[src/rtl/ps2_key_decoder.sv]
// ps2_key_decoder
//   Receives PS/2 keyboard frames and decodes the scan-code set 2 stream of
//   make, break (F0) and extended (E0) codes. It holds the code of the key
//   that is currently pressed for the VGA controller (key_in / key_en).
//
// Ports
//   iCLK       in   system clock; all logic runs on the rising edge
//   iRST_n     in   asynchronous active-low reset
//   ps2_clk    in   raw PS/2 clock pin (asynchronous)
//   ps2_data   in   raw PS/2 data pin (asynchronous)
//   key_code   out  low byte of the held key's make code, 0 when no key is held
//   key_en     out  one-cycle pulse on every accepted make code
//   key_ext    out  1 when the held key was E0-prefixed
//   frame_err  out  one-cycle pulse on a parity or stop-bit error
module ps2_key_decoder #(
  parameter int FILTER_LEN  = 8,
  parameter int TIMEOUT_CYC = 50000
) (
  input  logic       iCLK,
  input  logic       iRST_n,
  input  logic       ps2_clk,
  input  logic       ps2_data,
  output logic [7:0] key_code,
  output logic       key_en,
  output logic       key_ext,
  output logic       frame_err
);

  localparam int TW = $clog2(TIMEOUT_CYC + 1);

  typedef enum logic [1:0] {
    S_IDLE,
    S_DATA,
    S_PARITY,
    S_STOP
  } state_e;

  // ---------------------------------------------------------------------------
  // Synchronisers and clock glitch filter
  // ---------------------------------------------------------------------------
  logic [1:0]            clk_sync_q;
  logic [1:0]            data_sync_q;
  logic [FILTER_LEN-1:0] filt_sr_q;
  logic                  filt_clk_q;
  logic                  fall_d;
  logic                  data_bit_d;

  always_ff @(posedge iCLK or negedge iRST_n) begin
    if (!iRST_n) begin
      clk_sync_q  <= 2'b11;
      data_sync_q <= 2'b11;
      filt_sr_q   <= '1;
      filt_clk_q  <= 1'b1;
    end else begin
      clk_sync_q  <= {clk_sync_q[0], ps2_clk};
      data_sync_q <= {data_sync_q[0], ps2_data};
      filt_sr_q   <= {filt_sr_q[FILTER_LEN-2:0], clk_sync_q[1]};
      // Level only moves once the whole window agrees; otherwise it holds.
      if (&filt_sr_q) begin
        filt_clk_q <= 1'b1;
      end else if (~|filt_sr_q) begin
        filt_clk_q <= 1'b0;
      end
    end
  end

  // The fall pulse fires in the single cycle where the filter window is all
  // zeros while the filtered level is still high.
  assign fall_d     = filt_clk_q & ~|filt_sr_q;
  assign data_bit_d = data_sync_q[1];

  // ---------------------------------------------------------------------------
  // Frame receiver
  // ---------------------------------------------------------------------------
  state_e        state_q;
  logic [2:0]    bit_cnt_q;
  logic [7:0]    shift_q;
  logic          parity_q;
  logic [TW-1:0] tmo_cnt_q;
  logic          rx_valid_q;
  logic [7:0]    rx_byte_q;
  logic          frame_err_q;

  always_ff @(posedge iCLK or negedge iRST_n) begin
    if (!iRST_n) begin
      state_q     <= S_IDLE;
      bit_cnt_q   <= 3'd0;
      shift_q     <= 8'd0;
      parity_q    <= 1'b0;
      tmo_cnt_q   <= '0;
      rx_valid_q  <= 1'b0;
      rx_byte_q   <= 8'd0;
      frame_err_q <= 1'b0;
    end else begin
      rx_valid_q  <= 1'b0;
      frame_err_q <= 1'b0;

      // Inside a frame the idle counter restarts on every clock fall; when it
      // runs out the partial frame is dropped without reporting an error.
      if (state_q != S_IDLE) begin
        if (fall_d) begin
          tmo_cnt_q <= '0;
        end else if (tmo_cnt_q == TW'(TIMEOUT_CYC - 1)) begin
          tmo_cnt_q <= '0;
        end else begin
          tmo_cnt_q <= tmo_cnt_q + TW'(1);
        end
      end

      case (state_q)
        S_IDLE: begin
          if (fall_d && !data_bit_d) begin
            state_q   <= S_DATA;
            bit_cnt_q <= 3'd0;
            tmo_cnt_q <= '0;
          end
        end
        S_DATA: begin
          if (fall_d) begin
            shift_q   <= {data_bit_d, shift_q[7:1]};  // LSB arrives first
            bit_cnt_q <= bit_cnt_q + 3'd1;
            if (bit_cnt_q == 3'd7) begin
              state_q <= S_PARITY;
            end
          end else if (tmo_cnt_q == TW'(TIMEOUT_CYC - 1)) begin
            state_q <= S_IDLE;
          end
        end
        S_PARITY: begin
          if (fall_d) begin
            parity_q <= data_bit_d;
            state_q  <= S_STOP;
          end else if (tmo_cnt_q == TW'(TIMEOUT_CYC - 1)) begin
            state_q <= S_IDLE;
          end
        end
        S_STOP: begin
          if (fall_d) begin
            // Odd parity over data + parity bit, and stop bit must be high.
            if (data_bit_d && (^{parity_q, shift_q})) begin
              rx_valid_q <= 1'b1;
              rx_byte_q  <= shift_q;
            end else begin
              frame_err_q <= 1'b1;
            end
            state_q <= S_IDLE;
          end else if (tmo_cnt_q == TW'(TIMEOUT_CYC - 1)) begin
            state_q <= S_IDLE;
          end
        end
        default: state_q <= S_IDLE;
      endcase
    end
  end

  // ---------------------------------------------------------------------------
  // Scan-code decoder
  // ---------------------------------------------------------------------------
  logic [7:0] key_code_q;
  logic       key_ext_q;
  logic       key_en_q;
  logic       ext_pend_q;
  logic       brk_pend_q;

  always_ff @(posedge iCLK or negedge iRST_n) begin
    if (!iRST_n) begin
      key_code_q <= 8'd0;
      key_ext_q  <= 1'b0;
      key_en_q   <= 1'b0;
      ext_pend_q <= 1'b0;
      brk_pend_q <= 1'b0;
    end else begin
      key_en_q <= 1'b0;
      if (frame_err_q) begin
        // A corrupted byte may have been part of a prefix sequence.
        ext_pend_q <= 1'b0;
        brk_pend_q <= 1'b0;
      end else if (rx_valid_q) begin
        if (rx_byte_q == 8'hE0) begin
          ext_pend_q <= 1'b1;
        end else if (rx_byte_q == 8'hF0) begin
          brk_pend_q <= 1'b1;
        end else if (brk_pend_q) begin
          // Only releasing the key we are holding clears it.
          if ((rx_byte_q == key_code_q) && (ext_pend_q == key_ext_q)) begin
            key_code_q <= 8'd0;
            key_ext_q  <= 1'b0;
          end
          ext_pend_q <= 1'b0;
          brk_pend_q <= 1'b0;
        end else begin
          key_code_q <= rx_byte_q;
          key_ext_q  <= ext_pend_q;
          key_en_q   <= 1'b1;
          ext_pend_q <= 1'b0;
        end
      end
    end
  end

  assign key_code  = key_code_q;
  assign key_ext   = key_ext_q;
  assign key_en    = key_en_q;
  assign frame_err = frame_err_q;

endmodule

[config.mk]
export PLATFORM = sky130hd
export DESIGN_NAME = ps2_key_decoder
export DESIGN_NICKNAME = d
export VERILOG_FILES = /design/src/rtl/ps2_key_decoder.sv
export SDC_FILE = /design/constraint.sdc
export NUM_CORES = 1
export LEC_CHECK = 0
export ABC_AREA = 1
export BUFFER_PORTS_ARGS = -buffer_cell sky130_fd_sc_hd__buf_2
export CORE_AREA = 2 2 85 107
export DETAILED_ROUTE_END_ITERATION = 16
export DIE_AREA = 0 0 87 109
export GPL_TIMING_DRIVEN = 0
export PLACE_DENSITY = 0.58
export SLEW_MARGIN = 5
export SYNTH_ARGS = -nofsm -noshare
export SYNTH_HDL_FRONTEND = slang
export SYNTH_SLANG_ARGS = --single-unit
[constraint.sdc]
create_clock -name iCLK -period 1.8 [get_ports iCLK]
set_input_delay 0.45 -clock iCLK [delete_from_list [all_inputs] [get_ports iCLK]]
set_output_delay 0.45 -clock iCLK [all_outputs]
set_load 0.03 [all_outputs]
==> impl_metrics.toml <==
[finish]
fillCellCount = 861
drive_gt1_frac = 0.175
fin_cells = 529
multi_input_area_mm2 = 0.00143
syn_to_final_growth_pct = 12.3
final_cell_area_mm2 = 0.00369
diodes = 0
regArea_mm2 = 0.00164
fin_nets = 431
fin_util = 0.433

[detailed_routing]
dr.pass1.iters = 4
wl_per_cell_um = 12.1
drc_errors = 0
finalWirelength_um = 6380
routed.top_layer = "met4"
ant_nets = 0
vias = 2618
avgViaCountPerCell = 4.95
wl_met3_um = 164
met2WireLength_um = 3330
drtIter0Drc = 129
wl_met1_um = 2750

[clocking]
h-tree-depth = 3
clk_pin_slew_ns = 0.08
cts_tree = "built"
hold_buffers = 0
cts_root_buffer = "clkbuf_8"
insertion_delay_ns = 0.35
cts.sinks = 65
cts_buffers = 9
clk_path_buf_depth = 2

[sta]
skew_ns = 0.0158
hold_slack_ns = 0.191
slew_violations = 0
relSlewSlack = 0.452
setup-violations-final = 0
clock.fmax_ghz = 0.613
final_hold_viol_count = 0
finalCritPeriodShare = 0.906
fin_crit_ns = 1.63
timing.final.ws_setup_ns = 0.168
worst_pin_slew_ns = 0.822

[global_route]
antenna_found_initial = 0
groute.usage.overall = 0.155
grt_pass1_vias = 2579
grt_overflow = 0
grt_pass1_wl_um = 11500
grt_max_degree = 66

[place]
dp.cells = 511
dp_hpwl_um = 4500
port_buffers = 14
placed_area_mm2 = 0.00348
gp_congestion = 0.811
post-place-ws_ns = 0.0247

[worst_setup_path]
crit_slowest_cell = "dfrtp_1"
rr_worst_depth = 9
required_ns = 2.07
cp-end-kind = "flip-flop"
cp_slowest_stage_delay_ns = 0.40
rrSetupSlack_ns = 0.17
path_cells = "ha_1 > nand3_1 > inv_1 > nand4_1 > nand2_2 > nor2_4 > buf_6 > nand3_1 > o21ai_0"
arrival_ns = 1.90
cp_max_fo = 10
crit_type = "reg -> reg"
worstSetupStartpointType = "flip-flop"
cp_common_cell = "nand3_1"

[synthesis]
ys_seq_area_frac = 0.500
synth.area.mux_share = 0
synth_adder_area_share = 0.0114
synth_area_mm2 = 0.00328
synthXorXnorAreaFrac = 0.0320
yosysWarnings = 0
yosys.cell_types.count = 34
avgSynthCellArea_um2 = 8.27
ys_ff_latch = 65
synth-simple-area-share = 0.325
synth_compound_area_frac = 0.0644
netlist_instances = 397
synth_top_family_by_area = "simple AND/OR/NAND/NOR gates"
synth_nets = 404

[outcome]
status = "complete, no violations"

[power]
powerDensity_mw_per_mm2 = 740
ir_worst_vdd_mv = 0.353
leakagePower_nw = 1.85

[floorplan]
fp-row-count = 38
fp.dieW_um = 87
die_area_mm2 = 0.00948
start_util = 0.386
io_pins = 15
die-height_um = 109
core_mm2 = 0.00851

[hold_path]
min_path_type = "in -> reg"
min_path_cells = 1

[flow_run]
cap_viol_max_count = 0
[cell type report]
cell class	count	share of cell area
sequential	65	0.445
multi-input combinational	282	0.387
clock buffer	14	0.0472
inverter	44	0.0448
clock inverter	2	0.00339
buffer	6	0.0146
tap	100	0.0339
timing repair buffer	16	0.0237
[flip-flops by register name, summed over array words and instances (netlist names)]
signal and flops:
filt_sr_q 8, bit_cnt_q 3, clk_sync_q 2, frame_err 1, parity_q 1, filt_clk_q 1
key_ext 1, ext_pend_q 1, shift_q 8, data_sync_q 2, key_code 8, brk_pend_q 1
rx_byte_q 8, tmo_cnt_q 16, rx_valid_q 1, state_q 2, key_en 1
[power by group]
part | internal [W] | switching (W) | leakage (nW)
Clock | 0.000621 | 0.000551 | 0.0918
Combinational | 0.0000107 | 0.0000396 | 0.895
Sequential | 0.00149 | 0.0000154 | 0.863
[synth_stat cells (all sizes together)]
cell type    n  share of area
a21oi        7          0.011
a22oi        1         0.0023
buf          5          0.015
clkbuf       1         0.0011
dfrtp       52           0.40
dfstp       13           0.10
ha           3          0.011
inv         44          0.050
nand2      137           0.17
nand3       29          0.049
nand3b       1         0.0023
nand4       15          0.033
nor2        36          0.053
nor3         7          0.017
nor3b        1         0.0038
o211ai       1         0.0023
o21a         1         0.0023
o21ai       28          0.043
o22ai        1         0.0019
o31ai        1         0.0023
or2          1         0.0019
xnor2        8          0.021
xor2         4          0.011
[critical path, delay by kind of cell (launching register included)]
| kind | cells | cell delay, ns |
|---|---|---|
| DFF | 1 | 0.40 |
| AOI/OAI and AO/OA | 1 | 0.08 |
| buffers and inverters | 2 | 0.26 |
| adders and majority gates | 1 | 0.23 |
| and+or+nand+nor | 5 | 0.61 |
[layout by cell type (no fill, tap or decap), types with 4 or more instances in the layout]
cell	instances
clkbuf_1	4
dfstp_2	13
o21ai_1	6
nand3_1	26
xor2_1	4
xnor2_1	8
nand2_1	131
inv_1	38
nand4_1	14
a21oi_1	7
o21ai_0	22
nor2_1	30
buf_6	4
dfrtp_1	52
inv_2	6
buf_2	14
nor3_2	4
clkbuf_8	10
[cell families after synthesis]
family	after synthesis
AOI/OAI and AO/OA	40
xor gates and xnor gates	12
adders and majority gates	3
buffers and inverters	50
DFF	65
and+or+nand+nor	227
[per-stage QoR]
stage / setup TNS, ns / power, W
floorplan: 0 / 0.00155
global placement: -1.78 / 0.00159
detailed placement: 0 / 0.00159
CTS: 0 / 0.00277
global route: -0.000642 / 0.00285
finish: 0 / 0.00273
[metal layers]
layer,track usage,up-vias
li1,-,1324
met1,0.178,1252
met2,0.269,30
met3,0.0333,12
met4,0.0759,0
met5,0,-
[repair_timing]
item                       CTS  global route
buffers inserted             0             2
resized for setup            0             1
setup endpoints to repair    0            11
[worst paths after layout]
path                                     start             end
worst max-delay path              tmo_cnt_q[0]    tmo_cnt_q[8]
worst min-delay path                   ps2_clk   clk_sync_q[0]
worst max register to register    tmo_cnt_q[0]    tmo_cnt_q[8]
worst min register to register  data_sync_q[0]  data_sync_q[1]
max in group asynchronous               iRST_n    tmo_cnt_q[1]
min in group asynchronous               iRST_n      brk_pend_q
(Power assumes the default switching activity.)
